<file path="src/rtl/huc_bus_master_if.sv">
// Core-request, MPR access and physical bus signals of the HuC6280 bus initiator.
// master = the initiator's view, slave = the core/responder side.
interface huc_bus_master_if;
  logic        req;
  logic        req_we;
  logic [15:0] req_addr;
  logic [7:0]  req_wdata;
  logic        req_ready;
  logic        rsp_valid;
  logic [7:0]  rsp_rdata;
  logic        speed_hi;
  logic        mpr_we;
  logic [7:0]  mpr_mask;
  logic [7:0]  mpr_wdata;
  logic [7:0]  mpr_rsel;
  logic [7:0]  mpr_rdata;
  logic [20:0] addr;
  logic [7:0]  dOut;
  logic [7:0]  dIn;
  logic        re;
  logic        we;
  logic        CE_n;
  logic        CER_n;
  logic        CEK_n;
  logic        CE7_n;

  // Handshake: a request transfers on a rising edge where req & req_ready are both high;
  // the core holds req and its fields stable until then. rsp_valid is a one-cycle pulse
  // with no back-pressure, so the core must take rsp_rdata in the cycle it is high.
  modport master (
    input  req, req_we, req_addr, req_wdata, speed_hi,
    input  mpr_we, mpr_mask, mpr_wdata, mpr_rsel, dIn,
    output req_ready, rsp_valid, rsp_rdata, mpr_rdata,
    output addr, dOut, re, we, CE_n, CER_n, CEK_n, CE7_n
  );

  modport slave (
    output req, req_we, req_addr, req_wdata, speed_hi,
    output mpr_we, mpr_mask, mpr_wdata, mpr_rsel, dIn,
    input  req_ready, rsp_valid, rsp_rdata, mpr_rdata,
    input  addr, dOut, re, we, CE_n, CER_n, CEK_n, CE7_n
  );
endinterface

</file>
<file path="src/rtl/huc_bus_master.sv">
// HuC6280 bus initiator: MPR page translation, chip-enable decode and wait-state timing.
// Optional macro HUC_VDC_WAIT_EN adds one wait cycle to every VDC (CEK_n) access.
module huc_bus_master #(
  parameter logic [7:0] RESET_MPR7 = 8'h00,
  parameter int         SLOW_WAIT  = 3
) (
  input  logic              clk,
  input  logic              rst,
  huc_bus_master_if.master  bus,
  output logic [1:0]        o_dbg_state
);

  typedef enum logic [1:0] {
    S_IDLE    = 2'd0,
    S_ACCESS  = 2'd1,
    S_CAPTURE = 2'd2,
    S_RESP    = 2'd3
  } state_t;

  state_t      r_state;
  state_t      w_state_nxt;
  logic [7:0]  r_mpr [8];
  logic [4:0]  r_wcnt;
  logic        r_is_wr;
  logic [20:0] r_addr;
  logic [7:0]  r_dout;
  logic        r_re;
  logic        r_we;
  logic        r_ce_n;
  logic        r_cer_n;
  logic        r_cek_n;
  logic        r_ce7_n;
  logic        r_rsp_valid;
  logic [7:0]  r_rsp_rdata;

  logic        w_accept;
  logic [7:0]  w_page;
  logic [12:0] w_off;
  logic        w_ce;
  logic        w_cer;
  logic        w_cek;
  logic        w_ce7;
  logic [4:0]  w_wcnt;
  logic [7:0]  w_mpr_rdata;

  assign bus.req_ready = (r_state == S_IDLE) && !rst;
  assign w_accept      = bus.req && bus.req_ready;

  // Translation reads the MPRs as they stand before this edge's mpr_we takes effect.
  assign w_page = r_mpr[bus.req_addr[15:13]];
  assign w_off  = bus.req_addr[12:0];
  assign w_ce   = !w_page[7];
  assign w_cer  = (w_page[7:2] == 6'b111110);
  assign w_cek  = (w_page == 8'hFF) && (w_off[12:10] == 3'b000);
  assign w_ce7  = (w_page == 8'hFF) && (w_off[12:10] == 3'b001);

`ifdef HUC_VDC_WAIT_EN
  assign w_wcnt = (bus.speed_hi ? 5'd0 : 5'(SLOW_WAIT)) + {4'd0, w_cek};
`else
  assign w_wcnt = bus.speed_hi ? 5'd0 : 5'(SLOW_WAIT);
`endif

  always_comb begin
    w_mpr_rdata = 8'h00;
    for (int i = 0; i < 8; i++) begin
      if (bus.mpr_rsel[i]) w_mpr_rdata = w_mpr_rdata | r_mpr[i];
    end
  end

  always_comb begin
    w_state_nxt = r_state;
    case (r_state)
      S_IDLE:    if (w_accept) w_state_nxt = S_ACCESS;
      S_ACCESS:  if (r_wcnt == 5'd0) w_state_nxt = S_CAPTURE;
      S_CAPTURE: w_state_nxt = S_RESP;
      S_RESP:    w_state_nxt = S_IDLE;
      default:   w_state_nxt = S_IDLE;
    endcase
  end

  always_ff @(posedge clk) begin
    if (rst) r_state <= S_IDLE;
    else     r_state <= w_state_nxt;
  end

  always_ff @(posedge clk) begin
    if (rst) begin
      for (int i = 0; i < 7; i++) r_mpr[i] <= 8'h00;
      r_mpr[7]    <= RESET_MPR7;
      r_wcnt      <= 5'd0;
      r_is_wr     <= 1'b0;
      r_addr      <= 21'd0;
      r_dout      <= 8'h00;
      r_re        <= 1'b0;
      r_we        <= 1'b0;
      r_ce_n      <= 1'b1;
      r_cer_n     <= 1'b1;
      r_cek_n     <= 1'b1;
      r_ce7_n     <= 1'b1;
      r_rsp_valid <= 1'b0;
      r_rsp_rdata <= 8'h00;
    end else begin
      for (int i = 0; i < 8; i++) begin
        if (bus.mpr_we && bus.mpr_mask[i]) r_mpr[i] <= bus.mpr_wdata;
      end
      r_rsp_valid <= (r_state == S_CAPTURE);
      case (r_state)
        S_IDLE: begin
          if (w_accept) begin
            r_addr  <= {w_page, w_off};
            r_dout  <= bus.req_wdata;
            r_re    <= !bus.req_we;
            r_we    <= bus.req_we;
            r_is_wr <= bus.req_we;
            r_ce_n  <= !w_ce;
            r_cer_n <= !w_cer;
            r_cek_n <= !w_cek;
            r_ce7_n <= !w_ce7;
            r_wcnt  <= w_wcnt;
          end
        end
        S_ACCESS: begin
          if (r_wcnt == 5'd0) begin
            r_re    <= 1'b0;
            r_we    <= 1'b0;
            r_ce_n  <= 1'b1;
            r_cer_n <= 1'b1;
            r_cek_n <= 1'b1;
            r_ce7_n <= 1'b1;
          end else begin
            r_wcnt <= r_wcnt - 5'd1;
          end
        end
        S_CAPTURE: begin
          if (!r_is_wr) r_rsp_rdata <= bus.dIn;
        end
        default: ;
      endcase
    end
  end

  assign bus.addr      = r_addr;
  assign bus.dOut      = r_dout;
  assign bus.re        = r_re;
  assign bus.we        = r_we;
  assign bus.CE_n      = r_ce_n;
  assign bus.CER_n     = r_cer_n;
  assign bus.CEK_n     = r_cek_n;
  assign bus.CE7_n     = r_ce7_n;
  assign bus.rsp_valid = r_rsp_valid;
  assign bus.rsp_rdata = r_rsp_rdata;
  assign bus.mpr_rdata = w_mpr_rdata;
  assign o_dbg_state   = r_state;

endmodule
</file>
<file path="src/flat_wrapper.sv">
// flat-port wrapper written by rule: the top's interface ports become plain ports
module huc_bus_master_flat 
#(
  parameter logic [7:0] RESET_MPR7 = 8'h00,
  parameter int         SLOW_WAIT  = 3
)
  (clk, rst, o_dbg_state, bus_req, bus_req_we, bus_req_addr, bus_req_wdata, bus_speed_hi, bus_mpr_we, bus_mpr_mask, bus_mpr_wdata, bus_mpr_rsel, bus_dIn, bus_req_ready, bus_rsp_valid, bus_rsp_rdata, bus_mpr_rdata, bus_addr, bus_dOut, bus_re, bus_we, bus_CE_n, bus_CER_n, bus_CEK_n, bus_CE7_n);
  huc_bus_master_if bus_i ();
  input  logic clk;
  input  logic rst;
  output logic [1:0] o_dbg_state;
  input wire logic [$bits(bus_i.req)-1:0] bus_req;
  input wire logic [$bits(bus_i.req_we)-1:0] bus_req_we;
  input wire logic [$bits(bus_i.req_addr)-1:0] bus_req_addr;
  input wire logic [$bits(bus_i.req_wdata)-1:0] bus_req_wdata;
  input wire logic [$bits(bus_i.speed_hi)-1:0] bus_speed_hi;
  input wire logic [$bits(bus_i.mpr_we)-1:0] bus_mpr_we;
  input wire logic [$bits(bus_i.mpr_mask)-1:0] bus_mpr_mask;
  input wire logic [$bits(bus_i.mpr_wdata)-1:0] bus_mpr_wdata;
  input wire logic [$bits(bus_i.mpr_rsel)-1:0] bus_mpr_rsel;
  input wire logic [$bits(bus_i.dIn)-1:0] bus_dIn;
  output wire logic [$bits(bus_i.req_ready)-1:0] bus_req_ready;
  output wire logic [$bits(bus_i.rsp_valid)-1:0] bus_rsp_valid;
  output wire logic [$bits(bus_i.rsp_rdata)-1:0] bus_rsp_rdata;
  output wire logic [$bits(bus_i.mpr_rdata)-1:0] bus_mpr_rdata;
  output wire logic [$bits(bus_i.addr)-1:0] bus_addr;
  output wire logic [$bits(bus_i.dOut)-1:0] bus_dOut;
  output wire logic [$bits(bus_i.re)-1:0] bus_re;
  output wire logic [$bits(bus_i.we)-1:0] bus_we;
  output wire logic [$bits(bus_i.CE_n)-1:0] bus_CE_n;
  output wire logic [$bits(bus_i.CER_n)-1:0] bus_CER_n;
  output wire logic [$bits(bus_i.CEK_n)-1:0] bus_CEK_n;
  output wire logic [$bits(bus_i.CE7_n)-1:0] bus_CE7_n;
  assign bus_i.req = bus_req;
  assign bus_i.req_we = bus_req_we;
  assign bus_i.req_addr = bus_req_addr;
  assign bus_i.req_wdata = bus_req_wdata;
  assign bus_i.speed_hi = bus_speed_hi;
  assign bus_i.mpr_we = bus_mpr_we;
  assign bus_i.mpr_mask = bus_mpr_mask;
  assign bus_i.mpr_wdata = bus_mpr_wdata;
  assign bus_i.mpr_rsel = bus_mpr_rsel;
  assign bus_i.dIn = bus_dIn;
  assign bus_req_ready = bus_i.req_ready;
  assign bus_rsp_valid = bus_i.rsp_valid;
  assign bus_rsp_rdata = bus_i.rsp_rdata;
  assign bus_mpr_rdata = bus_i.mpr_rdata;
  assign bus_addr = bus_i.addr;
  assign bus_dOut = bus_i.dOut;
  assign bus_re = bus_i.re;
  assign bus_we = bus_i.we;
  assign bus_CE_n = bus_i.CE_n;
  assign bus_CER_n = bus_i.CER_n;
  assign bus_CEK_n = bus_i.CEK_n;
  assign bus_CE7_n = bus_i.CE7_n;
  huc_bus_master #(.RESET_MPR7(RESET_MPR7), .SLOW_WAIT(SLOW_WAIT)) u_core (.clk(clk), .rst(rst), .bus(bus_i), .o_dbg_state(o_dbg_state));
endmodule
</file>
<file path="config.mk">
export PLATFORM = sky130hd
export DESIGN_NAME = huc_bus_master_flat
export DESIGN_NICKNAME = d
export VERILOG_FILES = /design/src/rtl/huc_bus_master_if.sv /design/src/rtl/huc_bus_master.sv /design/src/flat_wrapper.sv
export SDC_FILE = /design/constraint.sdc
export NUM_CORES = 1
export LEC_CHECK = 0
export CAP_MARGIN = 20
export CORE_ASPECT_RATIO = 2
export CORE_MARGIN = 2
export CORE_UTILIZATION = 45
export DETAILED_ROUTE_END_ITERATION = 10
export PLACE_DENSITY_LB_ADDON = 0.05
export SETUP_SLACK_MARGIN = 0.05
export SYNTH_ARGS = -nofsm -noshare
export SYNTH_HDL_FRONTEND = slang
export SYNTH_SLANG_ARGS = --single-unit
</file>
<file path="constraint.sdc">
create_clock -name clk -period 2.4 [get_ports clk]
set_input_delay 0.48 -clock clk [delete_from_list [all_inputs] [get_ports clk]]
set_output_delay 0.48 -clock clk [all_outputs]
set_load 0.01 [all_outputs]
</file>
==> results.cfg <==
[synth]
synth_top_area_cell = edfxtp_1
avgSynthCellArea_sq_um = 11.3
synth_area_sq_um = 5210
yosysTopAreaCellShare = 0.369
synthArstFlopShare = 0
yosysWarnings = 0
ys_ff_latch = 116
synth_edf_count = 64
syn-num-nets = 527
synth.area.top_cells = edfxtp_1 (37%), dfxtp_1 (20%), mux4_2 (5.2%)
syn_inst = 460
synth_flop_cell = edfxtp_1
ys_seq_area_frac = 0.569
synth_cell_types = 43

[sta]
fin_crit_ps = 2270
fmax_mhz = 440
rsz0062_at_grt = no
skew_ps = 8.72
worst_pin_slew_ps = 525
slew_headroom = 0.650
period_share = 0.947
final_hold_viol_count = 0
fin_ws_ps = 126
setup_viol_count_final = 0
fin_tns_setup_ps = 0
maxSlewViolCount = 0

[route]
wl_per_cell_um = 19.1
drc = 0
drtIter0Drc = 168
routed_wl_um = 14600
ant_nets = 0
viasPerCell = 5.48
vias = 4180
drtPass1Iterations = 6

[pwr]
p_leak_uw = 0.00288
pwr-share-seq = 0.394
p_clk_frac = 0.358
vdd_drop_max_mv = 0.583
switchingPower_uw = 1870
cell_internal_pwr_uw = 4660
switching_share = 0.286
p_per_area_nw_per_um2 = 882
p_comb_frac = 0.247

[grt]
grt_antenna_before_repair = 0
overflow = 0
grt_use_met2 = 0.449
grtUsageMet1 = 0.237
grt_pass1_vias = 4170
grt_busiest_layer = met2
use_met3 = 0.0532
grt_usage = 0.240
grt_max_degree = 35
grt_pass1_wl_um = 22100

[job]
cap_violations = 0

[critical_path]
cp.arrival_ps = 1790
cp-end-kind = primary output
cp_max_fo = 8
reg2regPathDepth = 6
crit_type = primary input to primary output
cp.required_ps = 1920
start_kind = primary input

[finish]
fin_cells = 763
drive_above_1_share = 0.155
final_cell_mix = clkdlybuf4s50_1 (107), nor2_1 (68), edfxtp_1 (64)
finalNetCount = 675
nFillCells = 912
n_antenna_cell = 0
area_growth_pct = 42.0
register_area_sq_um = 2960
design_area_sq_um = 7400
multi_input_area_sq_um = 2070
layout_commonest_cell = clkdlybuf4s50_1

[hold_path]
worstHoldPathCells = 2
min_path_type = primary input to flip-flop

[placed_design]
preCtsSetupSlack_ps = -83.1
gp_congestion = 0.971
port_buffers = 116
dpl-instance-area_sq_um = 6840
dp_hpwl_um = 11100
dp_cells = 731

[die]
fp.dieArea_sq_um = 12500
die_y_um = 156
row_count = 55
chipWidth_um = 80.1
start_util = 0.462
core-area_sq_um = 11300
ios = 117

[cts]
clk_latency_ps = 410
cts_inserted_buffers = 17
cts_tree = built
clk_pin_slew_ps = 50
htreeDepth = 4
clock_path_buffers = 2
root_buffer = clkbuf_16
cts.sink_count = 116
cts_hold_buf = 0
post_cts_buffers = 0

[status]
status = completed
[routing by layer]
layer	vias to the layer above	share of wire
li1	1955	-
met1	2001	0.34
met2	178	0.56
met3	46	0.061
met4	0	0.044
met5	-	0
[registers in the layout, summed over array words and instances, names as in the netlist]
signal and cells:
u_core.bus.CER_n 1, u_core.o_dbg_state 2, u_core.r_mpr 64, u_core.bus.dOut 8
u_core.r_is_wr 1, u_core.bus.CEK_n 1, u_core.bus.addr 21, u_core.bus.we 1
u_core.bus.re 1, u_core.bus.CE7_n 1, u_core.bus.rsp_valid 1, u_core.bus.rsp_rdata 8
u_core.r_wcnt 5, u_core.bus.CE_n 1
[cell type report]
cell class	count	share of cell area
clock buffer	17	0.0575
clock inverter	15	0.0178
inverter	12	0.00609
multi-input combinational	301	0.279
sequential	116	0.401
tap	142	0.0240
timing repair buffer	160	0.215
[metrics by stage]
stage               hold slack (ps)   util  power, uW
floorplan                       445      -       3420
global placement                458  0.606       4170
detailed placement              464  0.606       4220
CTS                             379  0.655       6560
global route                    398  0.655       6820
finish                          393  0.655       6530
[synthesized netlist by cell type (8+ instances only)]
master	number
nand2b_1	18
clkbuf_1	22
o21ai_1	9
nand4_1	8
a22oi_1	32
mux2i_1	15
nand2_1	56
dfxtp_1	52
edfxtp_1	64
nand3b_1	30
inv_1	12
mux4_2	12
nor2_1	68
[worst paths after layout]
path | slack (ps) | end | start
worst max-delay path | 130 | bus_mpr_rdata[0] | bus_mpr_rsel[2]
worst min register to register | 470 | u_core.bus.addr[6] | u_core.bus.addr[6]
worst max register to register | 410 | u_core.r_wcnt[0] | u_core.o_dbg_state[1]
worst min-delay path | 390 | u_core.bus.re | rst
[critical path, stage by stage]
cell             delay [ps]
clkdlybuf4s50_1         470
buf_12                  170
a22oi_1                 170
nand4_1                 160
dlygate4sd2_1           320
[power by group through the flow]
stage               Clock [uW]  Sequential, uW  Combinational, uW
finish                    2340            2570               1610
global route              2460            2600               1760
CTS                       2370            2570               1610
detailed placement           0            2610               1610
global placement             0            2590               1580
floorplan                    0            2630                793
[what timing repair did]
action	in CTS	in global routing
pin swaps	0	0
setup endpoints to repair	9	1
resized for setup	9	1
[logic make-up (layout without fill, tap and decap cells)]
logic type,Yosys count,count (layout),share of synthesized area
simple gates,199,199,0.188
flops,116,116,0.569
compound gates,61,61,0.0795
buf+inv,43,204,0.0370
mux,33,33,0.110
fa+ha+maj,5,5,0.0120
xor+xnor,3,3,0.00505
Power figures use the tool's default switching activity.
